File: config.mk
export PLATFORM = sky130hd
export DESIGN_NAME = stopwatch_ctrl
export DESIGN_NICKNAME = d
export VERILOG_FILES = /design/src/rtl/stopwatch_ctrl.sv
export SDC_FILE = /design/constraint.sdc
export NUM_CORES = 1
export LEC_CHECK = 0
export BUFFER_PORTS_ARGS = -buffer_cell sky130_fd_sc_hd__buf_2
export CAP_MARGIN = 20
export CORE_ASPECT_RATIO = 0.8
export CORE_MARGIN = 1.5
export CORE_UTILIZATION = 55
export DETAILED_ROUTE_END_ITERATION = 10
export PLACE_DENSITY = 0.79
export SYNTH_ARGS = -nofsm -noshare
export SYNTH_HDL_FRONTEND = slang
export SYNTH_SLANG_ARGS = --single-unit
File: constraint.sdc
create_clock -name clk -period 1.9 [get_ports clk]
set_input_delay 0.38 -clock clk [delete_from_list [all_inputs] [get_ports clk]]
set_output_delay 0.38 -clock clk [all_outputs]
set_load 0.05 [all_outputs]
File: src/rtl/stopwatch_ctrl.sv
// Stopwatch mode controller: key synchronise/debounce, 4-state mode FSM,
// 10 ms tick prescaler, and counter-clear / display-load / LED control.
module stopwatch_ctrl #(
  parameter int TICK_DIV        = 500000,
  parameter int DEBOUNCE_CYCLES = 1000000
) (
  input  logic       clk,
  input  logic       key_reset,
  input  logic       key_start_pause,
  input  logic       key_display_stop,
  output logic       tick_10ms,
  output logic       count_clear,
  output logic       display_load,
  output logic [1:0] mode,
  output logic [3:0] led
);

  localparam int PW = $clog2(TICK_DIV);
  localparam int DW = $clog2(DEBOUNCE_CYCLES);

  typedef enum logic [1:0] {
    S_IDLE  = 2'b00,
    S_RUN   = 2'b01,
    S_PAUSE = 2'b10,
    S_LAP   = 2'b11
  } state_t;

  // Key index 0 = start/pause, 1 = display/stop; all key levels are active-low.
  logic [1:0]         sync1_q, sync1_d, sync2_q, sync2_d;
  logic [1:0]         acc_q, acc_d, ev_q, ev_d;
  logic [1:0][DW-1:0] cnt_q, cnt_d;
  state_t             state_q, state_d;
  logic [PW-1:0]      presc_q, presc_d;
  logic               tick_q, tick_d;
  logic               clr_q, clr_d, clr_prev_q, clr_prev_d;
  logic               dl_q, dl_d, was_lap_q, was_lap_d;
  logic [3:0]         led_q, led_d;
  logic               sp_ev, ds_ev;

  always_comb begin
    sync1_d = {key_display_stop, key_start_pause};
    sync2_d = sync1_q;
    acc_d   = acc_q;
    cnt_d   = '0;
    for (int k = 0; k < 2; k++) begin
      if (sync2_q[k] != acc_q[k]) begin
        if (cnt_q[k] == DW'(DEBOUNCE_CYCLES - 1)) acc_d[k] = ~acc_q[k];
        else                                       cnt_d[k] = cnt_q[k] + 1'b1;
      end
    end
    // Only the 1->0 flip of the accepted level is a press; release is silent.
    ev_d = acc_q & ~acc_d;
  end

  assign sp_ev = ev_q[0];
  assign ds_ev = ev_q[1];

  always_comb begin
    state_d = state_q;
    case (state_q)
      S_IDLE:  if (sp_ev) state_d = S_RUN;
      S_RUN:   if (sp_ev) state_d = S_PAUSE; else if (ds_ev) state_d = S_LAP;
      S_LAP:   if (sp_ev) state_d = S_PAUSE; else if (ds_ev) state_d = S_RUN;
      S_PAUSE: if (sp_ev) state_d = S_RUN;   else if (ds_ev) state_d = S_IDLE;
      default: state_d = S_IDLE;
    endcase
  end

  always_comb begin
    presc_d = presc_q;
    tick_d  = 1'b0;
    if (state_q == S_RUN || state_q == S_LAP) begin
      if (presc_q == PW'(TICK_DIV - 1)) begin
        presc_d = '0;
        tick_d  = 1'b1;
      end else begin
        presc_d = presc_q + 1'b1;
      end
    end
    if (state_d == S_IDLE) presc_d = '0;

    clr_d      = (state_q == S_PAUSE) && (state_d == S_IDLE);
    clr_prev_d = clr_q;
    was_lap_d  = (state_q == S_LAP);
    // Load after a live tick, after leaving LAP, or after the clear drops; never into LAP.
    dl_d = (state_d != S_LAP) &&
           (tick_q || (clr_prev_q && !clr_q) || (was_lap_q && state_q != S_LAP));

    case (state_d)
      S_IDLE:  led_d = 4'b1000;
      S_RUN:   led_d = 4'b0001;
      S_PAUSE: led_d = 4'b0100;
      S_LAP:   led_d = 4'b0011;
      default: led_d = 4'b1000;
    endcase
  end

  always_ff @(posedge clk) begin
    if (!key_reset) begin
      sync1_q    <= 2'b11;
      sync2_q    <= 2'b11;
      acc_q      <= 2'b11;
      ev_q       <= 2'b00;
      cnt_q      <= '0;
      state_q    <= S_IDLE;
      presc_q    <= '0;
      tick_q     <= 1'b0;
      clr_q      <= 1'b1;
      clr_prev_q <= 1'b1;
      dl_q       <= 1'b0;
      was_lap_q  <= 1'b0;
      led_q      <= 4'b1000;
    end else begin
      sync1_q    <= sync1_d;
      sync2_q    <= sync2_d;
      acc_q      <= acc_d;
      ev_q       <= ev_d;
      cnt_q      <= cnt_d;
      state_q    <= state_d;
      presc_q    <= presc_d;
      tick_q     <= tick_d;
      clr_q      <= clr_d;
      clr_prev_q <= clr_prev_d;
      dl_q       <= dl_d;
      was_lap_q  <= was_lap_d;
      led_q      <= led_d;
    end
  end

  assign tick_10ms    = tick_q;
  assign count_clear  = clr_q;
  assign display_load = dl_q;
  assign mode         = state_q;
  assign led          = led_q;

endmodule

* After elaboration in Yosys (flattened, before gate mapping)
Index checks and enable logic that the tools add are counted.
** Operators by class
- Add/subtract/negate cells :: 3
- $mul :: 0
- Div/mod/pow operators :: 0
- Magnitude comparators :: 0
- Eq/ne operators :: 13
- Shift-type cells :: 0
- Muxes and demuxes :: 15
- Bitwise gates (word level) :: 7
- Reduce and logical (&&, ||, !) cells :: 14
** Operators by type and width (count)
- $add 20x1->20 const B :: 2
- $eq 20x20->1 const B :: 2
- $add 19x1->19 const B :: 1
- $eq 19x19->1 const B :: 1
- $mux 19 :: 1
- $pmux 4 s4 :: 1
- $mux 2 :: 7
- $eq 2x2->1 const B :: 4
- $pmux 2 s4 :: 1
- $reduce_or 3->1 :: 2
- $mux 1 :: 5
- $not 1->1 :: 5
- $eq 2x1->1 const B :: 2
- $logic_and 1x1->1 :: 4
- $logic_not 2->1 :: 2
- $ne 2x2->1 const B :: 2
- $logic_or 1x1->1 :: 3
- $and 2x2->2 :: 1
- $ne 1x1->1 :: 2
- $not 2->2 :: 1
- $reduce_and 2->1 :: 1
- $reduce_or 2->1 :: 1
- $logic_not 1->1 :: 1
** Storage, ports and cells
- Register bits :: 78
- Latch bits :: 0
- Memory bits (writable) :: 0
- Bits in read-only memories :: 0
- Input port bits :: 4
- Output and inout bits :: 9
- Memories kept :: 0

* Longest topological paths before layout
- Word-level depth :: 5
- Depth in mapped cells :: 6
- Mapped depth without buffers :: 5

* Least setup slack after synthesis
No wires, ideal clock.
- Path kind :: register to register
- From :: register state_q[0] (netlist: mode[0])
- To :: register presc_q[14]
- Library setup time :: 70 ps
- Arrival :: 1891 ps
- Data required time :: 1830 ps
- Path slack :: -61 ps
- Cell stages (with the launch flop) :: 6
- Path buffers :: 1
- Period minus slack after synthesis :: 1961 ps
- Path through :: dfxtp_1 -> buf_2 -> nand2_1 -> or3_1 -> or3_1 -> a21oi_1
** On the way
- Word-level cells in the longest chain between the ends :: 5
- Elaborated cells on any way between the ends :: 15
- Classes of those cells :: eq/ne: 3; mux: 8; reduce/logical: 4
** RTL lines
- from (decl) :: RTL line 32 : state_t state_q, state_d;
- from (signal assigned) :: RTL line 119 : state_q <= state_d;
- $mux 2, on equally long branches (2 in series) :: RTL line 64, 62, 63
- $pmux 2 s4 :: RTL line 60 : case (state_q)
- $logic_not 2->1 :: RTL line 80 : if (state_d == S_IDLE) presc_d = '0;
- $reduce_or 2->1 (no source line)
- to (signal assigned) :: RTL line 120 : presc_q <= presc_d;
- to (decl) :: RTL line 33 : logic [PW-1:0] presc_q, presc_d;
Several ways; a longest one is shown, not always the timed one.
A chain may end at the register's enable or synchronous reset.

* Worst setup path in the final report
- From :: register cnt_q[34] (netlist bit)
- To :: register cnt_q[25] (netlist bit)
** On the way
- Word-level cells in the longest chain between the ends :: 2
** RTL lines
- from (decl) :: RTL line 31 : logic [1:0][DW-1:0] cnt_q, cnt_d;
- from (signal assigned) :: RTL line 118 : cnt_q <= cnt_d;
- $eq 20x20->1 :: RTL line 47 : if (cnt_q[k] == DW'(DEBOUNCE_CYCLES - 1)) acc_d[k] = ~acc_q[k];
- $reduce_or 3->1 (no source line)
No other way between the ends.

==> impl_results.html <==
<table>
<tr><th>Metric</th><th>Value</th></tr>
<tr><th colspan="2">Synth</th></tr>
<tr><td>Summed instance area of the synthesized netlist</td><td>3370 um^2</td></tr>
<tr><td>Cell count after synthesis</td><td>379</td></tr>
<tr><td>Portion of the post-synthesis area used by sequential elements</td><td>46.3%</td></tr>
<tr><td>Area share of the largest cell type after synthesis</td><td>46.3%</td></tr>
<tr><td>Syn Nets</td><td>386</td></tr>
<tr><td>Most common cell in the netlist</td><td>dfxtp_1</td></tr>
<tr><td>Count of cell types in the netlist</td><td>45</td></tr>
<tr><td>Fraction of registers with async set/reset</td><td>0%</td></tr>
<tr><td>Yosys top cell by area</td><td>dfxtp_1</td></tr>
<tr><td>Number of warnings issued by yosys</td><td>0</td></tr>
<tr><td>Most used standard cells in the synthesized netlist</td><td>dfxtp_1 (78), nor2_1 (47), xnor2_1 (29), nand2_1 (21), nand3_1 (19)</td></tr>
<tr><td>Count of flip-flops with a built-in enable after synthesis</td><td>0</td></tr>
<tr><td>Most instantiated flip-flop cell in the synthesis netlist</td><td>dfxtp_1</td></tr>
<tr><td>Number of flip-flops and latches in the synthesized netlist</td><td>78</td></tr>
<tr><td>Biggest area contributors in the synthesized netlist</td><td>dfxtp_1 (46%), xnor2_1 (7.5%), nor2_1 (5.2%), or3_1 (3.3%), nand3_1 (2.8%)</td></tr>
<tr><td>Synthesized area per cell</td><td>8.90 um^2</td></tr>
<tr><th colspan="2">STA</th></tr>
<tr><td>Post-layout minimum cycle time</td><td>about 1800 ps</td></tr>
<tr><td>Worst setup skew after layout</td><td>5.09 ps</td></tr>
<tr><td>Worst max-slew margin expressed relative to the limit</td><td>69.5%</td></tr>
<tr><td>Final count of hold timing violations</td><td>0</td></tr>
<tr><td>Final period util</td><td>95.7%</td></tr>
<tr><td>Worst slew pin tran</td><td>450 ps</td></tr>
<tr><td>Setup slack of the critical path after layout</td><td>81.1 ps</td></tr>
<tr><td>Number of setup violations in the final report</td><td>0</td></tr>
<tr><td>Post-Route Setup TNS</td><td>0 ps</td></tr>
<tr><td>Number of max-slew violations in the final report</td><td>0</td></tr>
<tr><td>Unrepaired setup endpoints after global routing</td><td>false</td></tr>
<tr><td>Max Fclk</td><td>550 MHz</td></tr>
<tr><th colspan="2">Cells and area</th></tr>
<tr><td># fillers</td><td>487</td></tr>
<tr><td>Ratio of cells with drive above 1 in the final layout</td><td>roughly 15%</td></tr>
<tr><td>Number of inserted diodes</td><td>0</td></tr>
<tr><td>Syn-to-layout area delta</td><td>14.7%</td></tr>
<tr><td>Total number of nets in the final design</td><td>415</td></tr>
<tr><th colspan="2">Critical path</th></tr>
<tr><td>Kind of critical path</td><td>flip-flop to flip-flop</td></tr>
<tr><td>Maximum fanout along the worst path</td><td>12</td></tr>
<tr><td>CP Capture Type</td><td>flip-flop</td></tr>
<tr><td>Req. time, crit path</td><td>2140 ps</td></tr>
<tr><td>CP startpoint kind</td><td>flip-flop</td></tr>
<tr><td>Endpoint arrival time on the critical path</td><td>2060 ps</td></tr>
<tr><th colspan="2">Hold path</th></tr>
<tr><td>Worst hold path type</td><td>input pin to flip-flop</td></tr>
<tr><th colspan="2">Power</th></tr>
<tr><td>Internal power</td><td>around 2.5 mW</td></tr>
<tr><td>Proportion of power drawn by flip-flops and latches</td><td>52.0%</td></tr>
<tr><td>Share of power burned in the clock network</td><td>46.8%</td></tr>
<tr><td>Sw power</td><td>633 uW</td></tr>
<tr><td>Logic pwr share</td><td>1.2%</td></tr>
<tr><td>Power density over the cells</td><td>818 nW/um^2</td></tr>
<tr><td>Standby leakage power</td><td>1.22 nW</td></tr>
<tr><td>Worst vdd rail ir drop</td><td>538 uV</td></tr>
<tr><td>Sw frac</td><td>roughly a fifth</td></tr>
<tr><th colspan="2">Clock network</th></tr>
<tr><td>Clock sink count</td><td>78</td></tr>
<tr><td>Clock-pin slew on the worst setup and hold paths</td><td>80 ps</td></tr>
<tr><td>Number of buffers created by CTS</td><td>9</td></tr>
<tr><td>Maximum root-to-sink buffer count</td><td>2</td></tr>
<tr><td>TritonCTS clock tree</td><td>done</td></tr>
<tr><td>Root cell of the clock tree</td><td>clkbuf_8</td></tr>
<tr><td>Number of H-tree branching levels</td><td>3</td></tr>
<tr><td>Source-to-sink clock delay at the later pin of the worst-skew pair</td><td>350 ps</td></tr>
<tr><th colspan="2">Place</th></tr>
<tr><td>DP Worst Slack</td><td>84.8 ps</td></tr>
<tr><td>GPL Wtd Cong</td><td>roughly 0.85</td></tr>
<tr><td>Final HPWL DP</td><td>4440 um</td></tr>
<tr><td>Count of input and output buffers</td><td>12</td></tr>
<tr><th colspan="2">GRT</th></tr>
<tr><td>Vias in the first global route</td><td>2406</td></tr>
<tr><td>Wire length of the first global-routing pass</td><td>11000 um</td></tr>
<tr><td>GRT Resource Usage Total</td><td>21.1%</td></tr>
<tr><td>Overall overflow remaining after global route</td><td>0</td></tr>
<tr><td>Initial antenna violation count</td><td>0</td></tr>
<tr><td>Largest net degree at the start of global routing</td><td>21</td></tr>
<tr><th colspan="2">Run status</th></tr>
<tr><td>Result of the run</td><td>finished, final reports clean</td></tr>
<tr><th colspan="2">Flow run</th></tr>
<tr><td>Max_cap viols</td><td>0</td></tr>
<tr><th colspan="2">Drt</th></tr>
<tr><td>Post-route antenna net violation count</td><td>0</td></tr>
<tr><td>WL per Instance</td><td>13.3 um</td></tr>
<tr><td>TritonRoute pass-1 iters</td><td>4</td></tr>
<tr><td>Vias after detailed routing</td><td>about 2700</td></tr>
<tr><td>Mean number of vias per cell</td><td>~5.5</td></tr>
<tr><td>Drc violations</td><td>0</td></tr>
<tr><td>Drt initial violations</td><td>153</td></tr>
<tr><td>WL final</td><td>6550 um</td></tr>
<tr><th colspan="2">Floorplan</th></tr>
<tr><td>DIE WIDTH</td><td>90.6 um</td></tr>
<tr><td>I/O pin count</td><td>13</td></tr>
<tr><td>Total number of placement rows</td><td>25</td></tr>
<tr><td>Initial core utilization</td><td>57.1%</td></tr>
<tr><td>Total core area</td><td>5910 um^2</td></tr>
<tr><td>Vertical extent of the die</td><td>73.1 um</td></tr>
<tr><td>Floorplan die area</td><td>6620 um^2</td></tr>
</table>
==> worst paths after layout <==
check	startpoint	end	slack (ps)	depth (start not counted)
worst min register to register	sync1_q[1]$_SDFF_PN1_	sync2_q[1]$_SDFF_PN1_	410	1
worst max register to register	cnt_q[34]$_SDFF_PP0_	cnt_q[25]$_SDFF_PP0_	80	5
worst max-delay path	cnt_q[34]$_SDFF_PP0_	cnt_q[25]$_SDFF_PP0_	80	5
worst min-delay path	key_start_pause	sync1_q[0]$_SDFF_PN1_	200	2
==> state kept, by name, summed over array words and instances (netlist names) <==
| name | count |
|---|---|
| display_load | 1 |
| count_clear | 1 |
| was_lap_q | 1 |
| led | 4 |
| ev_q | 2 |
| clr_prev_q | 1 |
| tick_10ms | 1 |
| sync2_q | 2 |
| sync1_q | 2 |
| presc_q | 19 |
| cnt_q | 40 |
| acc_q | 2 |
| mode | 2 |
==> placed cells by master (no fill, tap or decap), drive strengths merged, types with 3 or more instances in the layout <==
cell | Yosys | layout
dfxtp | 78 | 78
nor2 | 47 | 47
buf | 8 | 31
xnor2 | 29 | 29
nand2 | 21 | 21
nand3 | 21 | 21
a21oi | 19 | 19
o21ai | 18 | 18
or3 | 18 | 18
nor4 | 15 | 15
inv | 13 | 14
nand4 | 11 | 11
clkbuf | 5 | 11
xor2 | 10 | 10
nor3 | 8 | 8
nand2b | 8 | 8
and3 | 6 | 6
or4 | 6 | 6
o31ai | 5 | 5
nor4b | 4 | 4
nor2b | 4 | 4
and2 | 4 | 4
bufinv | 0 | 3
ha | 3 | 3
==> through the flow <==
stage | hold slack (ps) | cell area [um^2] | cells | util (%) | total power, mW
detailed placement | 391 | 3610 | 477 | 61.1 | 1.72
global placement | 391 | 3610 | 477 | 61.1 | 1.72
finish | 203 | 3870 | 494 | 65.5 | 3.17
CTS | 191 | 3850 | 493 | 65.1 | 3.19
global route | 201 | 3870 | 494 | 65.5 | 3.26
floorplan | 386 | 3380 | 379 | - | 1.71
==> cell type report <==
| cell class | instances | area, um^2 | share of cell area [%] |
|---|---|---|---|
| Multi-Input combinational cell | 275 | 1720 | 44.4 |
| Sequential cell | 78 | 1560 | 40.4 |
| Timing Repair Buffer | 31 | 203 | 5.24 |
| Clock buffer | 11 | 131 | 3.39 |
| Clock inverter | 5 | 106 | 2.75 |
| Tap cell | 81 | 101 | 2.62 |
| Inverter | 13 | 48.8 | 1.26 |
==> timing repair <==
item                       in CTS  in global routing
hold buffers                    0                  0
setup endpoints to repair       0                 19
resized for setup               0                  4
setup buffers                   0                  1
==> metal layers <==
layer  GRT usage (%)  vias up  wire length, um
met5               0        -                0
met3            6.67        8              230
met1            28.6     1262             3350
li1                -     1398                -
met2            32.0       43             2910
met4            7.23        0               66
==> critical path: stages, from the launching register on <==
cell	delay, ps
dfxtp_1	430
or4b_4	520
nor4_4	330
a211o_1	190
buf_4	180
nor2_1	60
==> cells by family (layout without fill, tap and decap cells) <==
group	after synthesis	after routing	synth area share, %
AOI/OAI and AO/OA	51	51	8.90
buffers and inverters	26	60	3.19
adders and majority gates	3	3	1.11
and+or+nand+nor	182	182	30.4
DFF	78	78	46.3
xor gates and xnor gates	39	39	10.1
==> power groups by stage <==
stage	logic, mW	registers, mW	clock network, mW
floorplan	0.0193	1.69	0
global placement	0.0393	1.68	0
detailed placement	0.0396	1.68	0
CTS	0.0397	1.65	1.51
global route	0.0437	1.65	1.57
finish	0.0394	1.65	1.48
No activity file was read; power rests on OpenSTA's default activity.
